==> config.mk <==
export PLATFORM = sky130hd
export DESIGN_NAME = wb_arbiter
export DESIGN_NICKNAME = d
export VERILOG_FILES = /design/src/rtl/wb_arbiter_pkg.sv /design/src/rtl/wb_arbiter_rr_arbiter.sv /design/src/rtl/wb_arbiter.sv
export SDC_FILE = /design/constraint.sdc
export NUM_CORES = 1
export LEC_CHECK = 0
export BUFFER_PORTS_ARGS = -buffer_cell sky130_fd_sc_hd__buf_2
export CORE_MARGIN = 1.5
export CORE_UTILIZATION = 43
export DETAILED_ROUTE_END_ITERATION = 10
export GPL_ROUTABILITY_DRIVEN = 0
export PLACE_DENSITY = 0.76
export SLEW_MARGIN = 10
export SYNTH_ARGS = -nofsm -noshare
export SYNTH_HDL_FRONTEND = slang
export SYNTH_HIERARCHICAL = 1
export SYNTH_SLANG_ARGS = --single-unit
==> constraint.sdc <==
create_clock -name clk -period 2.75 [get_ports clk]
set_input_delay 0.1375 -clock clk [delete_from_list [all_inputs] [get_ports clk]]
set_output_delay 0.1375 -clock clk [all_outputs]
set_load 0.01 [all_outputs]
==> src/rtl/wb_arbiter_pkg.sv <==
`default_nettype none
// ============================================================================
// Module      : wb_arbiter_pkg
// Description : Shared types, format codes and load-formatting helper for the
//               write-back arbiter.
// Revision    : 1.0 - initial release
// ============================================================================
package wb_arbiter_pkg;

    localparam logic [2:0] FMT_LB   = 3'b000;
    localparam logic [2:0] FMT_LH   = 3'b001;
    localparam logic [2:0] FMT_LW   = 3'b010;
    localparam logic [2:0] FMT_LBU  = 3'b100;
    localparam logic [2:0] FMT_LHU  = 3'b101;
    localparam logic [2:0] FMT_PASS = 3'b111;

    // Register address is carried at a fixed maximum width; users slice it.
    localparam int RD_W_MAX = 8;

    typedef struct packed {
        logic [RD_W_MAX-1:0] rd;
        logic [31:0]         data;
        logic [2:0]          fmt;
        logic [1:0]          off;
    } wb_src_t;

    typedef struct packed {
        logic                we;
        logic [RD_W_MAX-1:0] rd;
        logic [31:0]         wdata;
    } wb_out_t;

    function automatic logic [31:0] wb_format(
        input logic [31:0] data,
        input logic [2:0]  fmt,
        input logic [1:0]  off
    );
        logic [7:0]  b;
        logic [15:0] h;
        b = data[{off, 3'b000} +: 8];
        h = off[1] ? data[31:16] : data[15:0];
        case (fmt)
            FMT_LB:  wb_format = {{24{b[7]}}, b};
            FMT_LH:  wb_format = {{16{h[15]}}, h};
            FMT_LBU: wb_format = {24'h00_0000, b};
            FMT_LHU: wb_format = {16'h0000, h};
            default: wb_format = data;
        endcase
    endfunction

endpackage : wb_arbiter_pkg
`default_nettype wire

==> src/rtl/wb_arbiter_rr_arbiter.sv <==
`default_nettype none
// ============================================================================
// Module      : rr_arbiter
// Description : Request-to-one-hot grant, fixed priority or round-robin.
// Revision    : 1.0 - initial release
// ============================================================================
module rr_arbiter #(
    parameter int NUM_REQ = 3,
    parameter int RR_MODE = 1
) (
    input  logic               clk,
    input  logic               rst_n,
    input  logic               en_i,
    input  logic [NUM_REQ-1:0] req_i,
    output logic [NUM_REQ-1:0] gnt_o
);

    localparam int PTR_W = (NUM_REQ > 1) ? $clog2(NUM_REQ) : 1;

    logic [PTR_W-1:0]   ptr_q;
    logic [PTR_W-1:0]   ptr_d;
    logic [NUM_REQ-1:0] w_pick;
    logic [PTR_W-1:0]   w_win;
    logic               w_found;

    // Scan from the start index, wrapping, and take the first requester.
    always_comb begin : p_search
        int start;
        int idx;
        start   = (RR_MODE != 0) ? int'(ptr_q) : 0;
        idx     = 0;
        w_pick  = '0;
        w_win   = '0;
        w_found = 1'b0;
        for (int j = 0; j < NUM_REQ; j++) begin
            idx = start + j;
            if (idx >= NUM_REQ) begin
                idx = idx - NUM_REQ;
            end
            if (!w_found && req_i[idx]) begin
                w_found     = 1'b1;
                w_pick[idx] = 1'b1;
                w_win       = PTR_W'(idx);
            end
        end
    end

    assign gnt_o = (en_i && rst_n) ? w_pick : '0;

    always_comb begin : p_ptr_next
        ptr_d = ptr_q;
        if (|gnt_o) begin
            ptr_d = (int'(w_win) == NUM_REQ - 1) ? '0 : w_win + 1'b1;
        end
    end

    always_ff @(posedge clk or negedge rst_n) begin : p_ptr_reg
        if (!rst_n) begin
            ptr_q <= '0;
        end else begin
            ptr_q <= ptr_d;
        end
    end

endmodule : rr_arbiter
`default_nettype wire

==> src/rtl/wb_arbiter.sv <==
`default_nettype none
// ============================================================================
// Module      : wb_arbiter
// Description : Merges NUM_SRC result producers onto one register-file port,
//               formats load data and registers the selected write.
// Revision    : 1.0 - initial release
// ============================================================================
module wb_arbiter
    import wb_arbiter_pkg::*;
#(
    parameter int NUM_SRC = 3,
    parameter int XLEN    = 32,
    parameter int REG_AW  = 5,
    parameter int RR_MODE = 1,
    parameter int CNT_W   = 16
) (
    input  logic                      clk,
    input  logic                      rst_n,
    input  logic [NUM_SRC-1:0]        src_valid,
    output logic [NUM_SRC-1:0]        src_ready,
    input  logic [NUM_SRC*REG_AW-1:0] src_rd,
    input  logic [NUM_SRC*XLEN-1:0]   src_data,
    input  logic [NUM_SRC*3-1:0]      src_fmt,
    input  logic [NUM_SRC*2-1:0]      src_off,
    input  logic                      wb_stall,
    output logic                      rf_we,
    output logic [REG_AW-1:0]         rf_rd,
    output logic [XLEN-1:0]           rf_wdata,
    output logic [CNT_W-1:0]          contention_cnt
);

    wb_src_t          w_src [NUM_SRC];
    wb_src_t          w_sel;
    logic             w_any;
    logic [3:0]       w_nvalid;
    logic             w_multi;
    logic             w_unused_rd;
    wb_out_t          out_q;
    wb_out_t          out_d;
    logic [CNT_W-1:0] cnt_q;
    logic [CNT_W-1:0] cnt_d;

    for (genvar i = 0; i < NUM_SRC; i++) begin : g_unpack
        assign w_src[i].rd   = RD_W_MAX'(src_rd[i*REG_AW +: REG_AW]);
        assign w_src[i].data = src_data[i*XLEN +: XLEN];
        assign w_src[i].fmt  = src_fmt[i*3 +: 3];
        assign w_src[i].off  = src_off[i*2 +: 2];
    end

    rr_arbiter #(
        .NUM_REQ (NUM_SRC),
        .RR_MODE (RR_MODE)
    ) u_arb (
        .clk   (clk),
        .rst_n (rst_n),
        .en_i  (~wb_stall),
        .req_i (src_valid),
        .gnt_o (src_ready)
    );

    assign w_any = |src_ready;

    // Grant is one-hot, so an OR-reduction acts as the source mux.
    always_comb begin : p_select
        w_sel = '0;
        for (int i = 0; i < NUM_SRC; i++) begin
            if (src_ready[i]) begin
                w_sel = w_sel | w_src[i];
            end
        end
    end

    always_comb begin : p_out_next
        out_d    = out_q;
        out_d.we = 1'b0;
        if (w_any) begin
            out_d.we    = (w_sel.rd != '0);
            out_d.rd    = w_sel.rd;
            out_d.wdata = wb_format(w_sel.data, w_sel.fmt, w_sel.off);
        end
    end

    always_comb begin : p_popcnt
        w_nvalid = 4'd0;
        for (int i = 0; i < NUM_SRC; i++) begin
            w_nvalid = w_nvalid + {3'b000, src_valid[i]};
        end
        w_multi = (w_nvalid >= 4'd2);
    end

    always_comb begin : p_cnt_next
        cnt_d = cnt_q;
        if (w_multi && (cnt_q != '1)) begin
            cnt_d = cnt_q + 1'b1;
        end
    end

    always_ff @(posedge clk or negedge rst_n) begin : p_regs
        if (!rst_n) begin
            out_q <= '0;
            cnt_q <= '0;
        end else begin
            out_q <= out_d;
            cnt_q <= cnt_d;
        end
    end

    assign rf_we          = out_q.we;
    assign rf_rd          = out_q.rd[REG_AW-1:0];
    assign rf_wdata       = out_q.wdata;
    assign contention_cnt = cnt_q;
    assign w_unused_rd    = ^{1'b0, out_q.rd};

endmodule : wb_arbiter
`default_nettype wire

==> results.json <==
{
  "status": "finished, violations left",
  "violations": "design-rule violations, negative setup slack",
  "yosysWarnings": 6,
  "synth.most_common_cell": "dfrtp_1",
  "p_per_area_mw_per_mm2": 1030,
  "grt_max_degree": 57,
  "netlist_instances": 421,
  "die_area_mm2": 0.00977,
  "fin_crit_sh_pct": 107,
  "nets": 812,
  "core_area_mm2": 0.00881,
  "die_x_um": 98.9,
  "cp.required_ns": 3.01,
  "drive_above_1_share_pct": 51.4,
  "synthTopCellsByCount": "dfrtp_1 (56), a222oi_1 (38), nand2_1 (38), inv_1 (20), a21oi_1 (19)",
  "setup_violations": 32,
  "seqPwrFrac_pct": 22.4,
  "switching_power_mw": 2.72,
  "tritoncts": "done",
  "ys_ff_latch": 56,
  "antenna_found_initial": 0,
  "synth_edf_count": 0,
  "antenna_left": 0,
  "drt-vias-per-instance": 6.07,
  "start_kind": "register",
  "seq_area_frac_synth_pct": 35.5,
  "n_antenna_cell": 0,
  "final.min_clock_period_ns": 2.95,
  "cts_buffers": 5,
  "numPortBuffers": 188,
  "vias": 4754,
  "grt.total_usage_pct": 28.4,
  "synth_area_leaders": "dfrtp_1 (35%), a222oi_1 (9.6%), nand2_1 (3.6%)",
  "ys_async_sr_fraction_pct": 100,
  "synth_fp_nets": 559,
  "syn_to_final_growth_pct": 54.2,
  "cp_data_arrival_time_ns": 3.21,
  "die_h_um": 98.9,
  "reg2reg_slack_ns": -0.20,
  "slew_viol_final": 0,
  "cts.sinks": 56,
  "ys.flop_type": "dfrtp_1",
  "place_ws_ns": -0.278,
  "comb_power_share_pct": 68.3,
  "yosysUniqueCellTypes": 63,
  "grt_overflow": 0,
  "rsz0062_at_grt": "yes",
  "max_freq_mhz": 339,
  "htree_num_levels": 2,
  "hold_class": "in2async",
  "first_global_vias": 4572,
  "row_count": 34,
  "finalHoldViolCount": 0,
  "synthesis.area_mm2": 0.00395,
  "pwr-share-clk_pct": 9.3,
  "vdd_drop_max_mv": 0.532,
  "max_slew.worst_pin.slew_ns": 0.725,
  "grt_use_met2_pct": 50.4,
  "io_pins": 189,
  "root_buffer": "clkbuf_8",
  "maxCapViolations": 0,
  "dr.pass1.iters": 11,
  "hpwlAfterDp_um": 10900,
  "wl_per_cell_um": 18.6,
  "grt_busiest_layer": "met2",
  "syn_avg_cell_area_um2": 9.39,
  "tns_ns": -4.09,
  "layout_setup_ws_ns": -0.199,
  "finClkSkew_ns": 0.0100,
  "grt_use_met3_pct": 4.68,
  "p_leak_nw": 3.01,
  "drtIter0Drc": 486,
  "slew_headroom_pct": 51.6,
  "cts_hold_buf": 0,
  "clockBufferDepth": 2,
  "switching_share_pct": 43.3,
  "synth_top_area_share_pct": 35.5,
  "drc": 18,
  "start_util_pct": 44.9,
  "p_int_mw": 3.56,
  "clock_latency_ns": 0.32,
  "routed_wl_um": 14600,
  "path_class": "reg2reg",
  "worst-path-max-fanout": 6,
  "clkTransAtPathRegs_ns": 0.11,
  "yosysTopAreaCell": "dfrtp_1",
  "worstSetupEndpointType": "register",
  "grt_pass1_wl_um": 22500,
  "grtUsageMet1_pct": 34.2
}
[flip-flops by register name (all words and copies together) (netlist names)]
signal / cells
rf_wdata: 32
contention_cnt: 16
rf_rd: 5
u_arb/ptr_q: 2
rf_we: 1
[routing by layer]
metal	part of all wire, %	wire length [um]	up-vias
li1	-	-	2169
met1	39	5630	2293
met2	51	7420	257
met3	7.8	1130	35
met4	2.8	416	0
met5	0	0	-
[worst max-delay path, stage by stage, from the launching register on]
cell,delay (ns)
dfrtp_1,0.41
buf_4,0.15
ha_4,0.29
inv_2,0.05
buf_4,0.14
a311oi_4,0.33
nor3_4,0.10
buf_6,0.13
a222oi_1,0.33
buf_4,0.21
or4bb_1,0.52
o21ai_2,0.09
a211o_1,0.14
[stage by stage]
stage          total power, mW  instance area, um2  hold WS (ns)  utilization [%]  instances
2_1_floorplan             3.60                4060        -0.158                -        421
3_3_place_gp              5.06                5600         0.396             63.6        759
3_5_place_dp              5.18                5600         0.409             63.6        759
4_1_cts                   5.97                5900        0.0773             67.0        777
5_1_grt                   6.66                6090        0.0963             69.2        783
6_report                  6.29                6090        0.0603             69.2        783
[path summary, 6_finish.rpt]
kind,start,depth (start not counted),end
setup / recovery,u_arb/ptr_q[1],12,rf_wdata[6]
hold / removal,rst_n,2,rf_wdata[4]
setup reg to reg,u_arb/ptr_q[1],12,rf_wdata[6]
hold reg to reg,rf_rd[3],1,rf_rd[3]
max in group asynchronous,rst_n,2,u_arb/ptr_q[0]
min in group clk,src_rd[0],3,rf_rd[0]
[final cells by class]
| class | instances | area, um2 |
|---|---|---|
| fillers | 634 | 2710 |
| multi-input cells | 306 | 2550 |
| repair buffers | 285 | 1810 |
| flip-flops and latches | 56 | 1400 |
| well taps | 108 | 135 |
| clock buffers | 6 | 82.6 |
| inverters | 20 | 75.1 |
| clock inverters | 2 | 38.8 |
[cell families (layout without fill, tap and decap cells)]
kind of cell / after synthesis / count (layout) / share of synthesized area [%]
DFF: 56 / 56 / 35.5
AOI/OAI and AO/OA: 156 / 156 / 31.4
xor gates and xnor gates: 15 / 15 / 3.32
buffers and inverters: 59 / 313 / 7.03
muxes: 10 / 10 / 2.76
adders and majority gates: 6 / 6 / 1.90
and+or+nand+nor: 119 / 119 / 18.1
[placed cells by master (no fill, tap or decap), drive strengths merged, types with 6 or more instances in the layout]
cell,n
and2,7
nand2,38
a31oi,10
inv,20
a211oi,8
nand3,9
nor2,13
a222oi,38
nor4b,7
o21bai,7
mux2i,9
buf,283
clkbuf,8
o21ai,17
nor3,7
xnor2,15
a21oi,19
o2bb2ai,8
dfrtp,56
nand2b,7
o211ai,12
ha,6
o221ai,13
[timing repair]
action,in CTS,in global routing
hold endpoints to repair,0,0
endpoints found under the setup margin,32,33
buffers inserted,10,4
resized for setup,24,17
pin swaps,11,9
cloned,0,2
[power groups by stage]
stage | Clock [mW] | Combinational [mW] | Sequential [mW]
5_1_grt | 0.622 | 4.59 | 1.45
3_5_place_dp | 0 | 3.76 | 1.42
2_1_floorplan | 0 | 2.08 | 1.52
3_3_place_gp | 0 | 3.65 | 1.41
4_1_cts | 0.591 | 3.98 | 1.40
6_report | 0.584 | 4.29 | 1.41
Power figures use the tool's default switching activity.
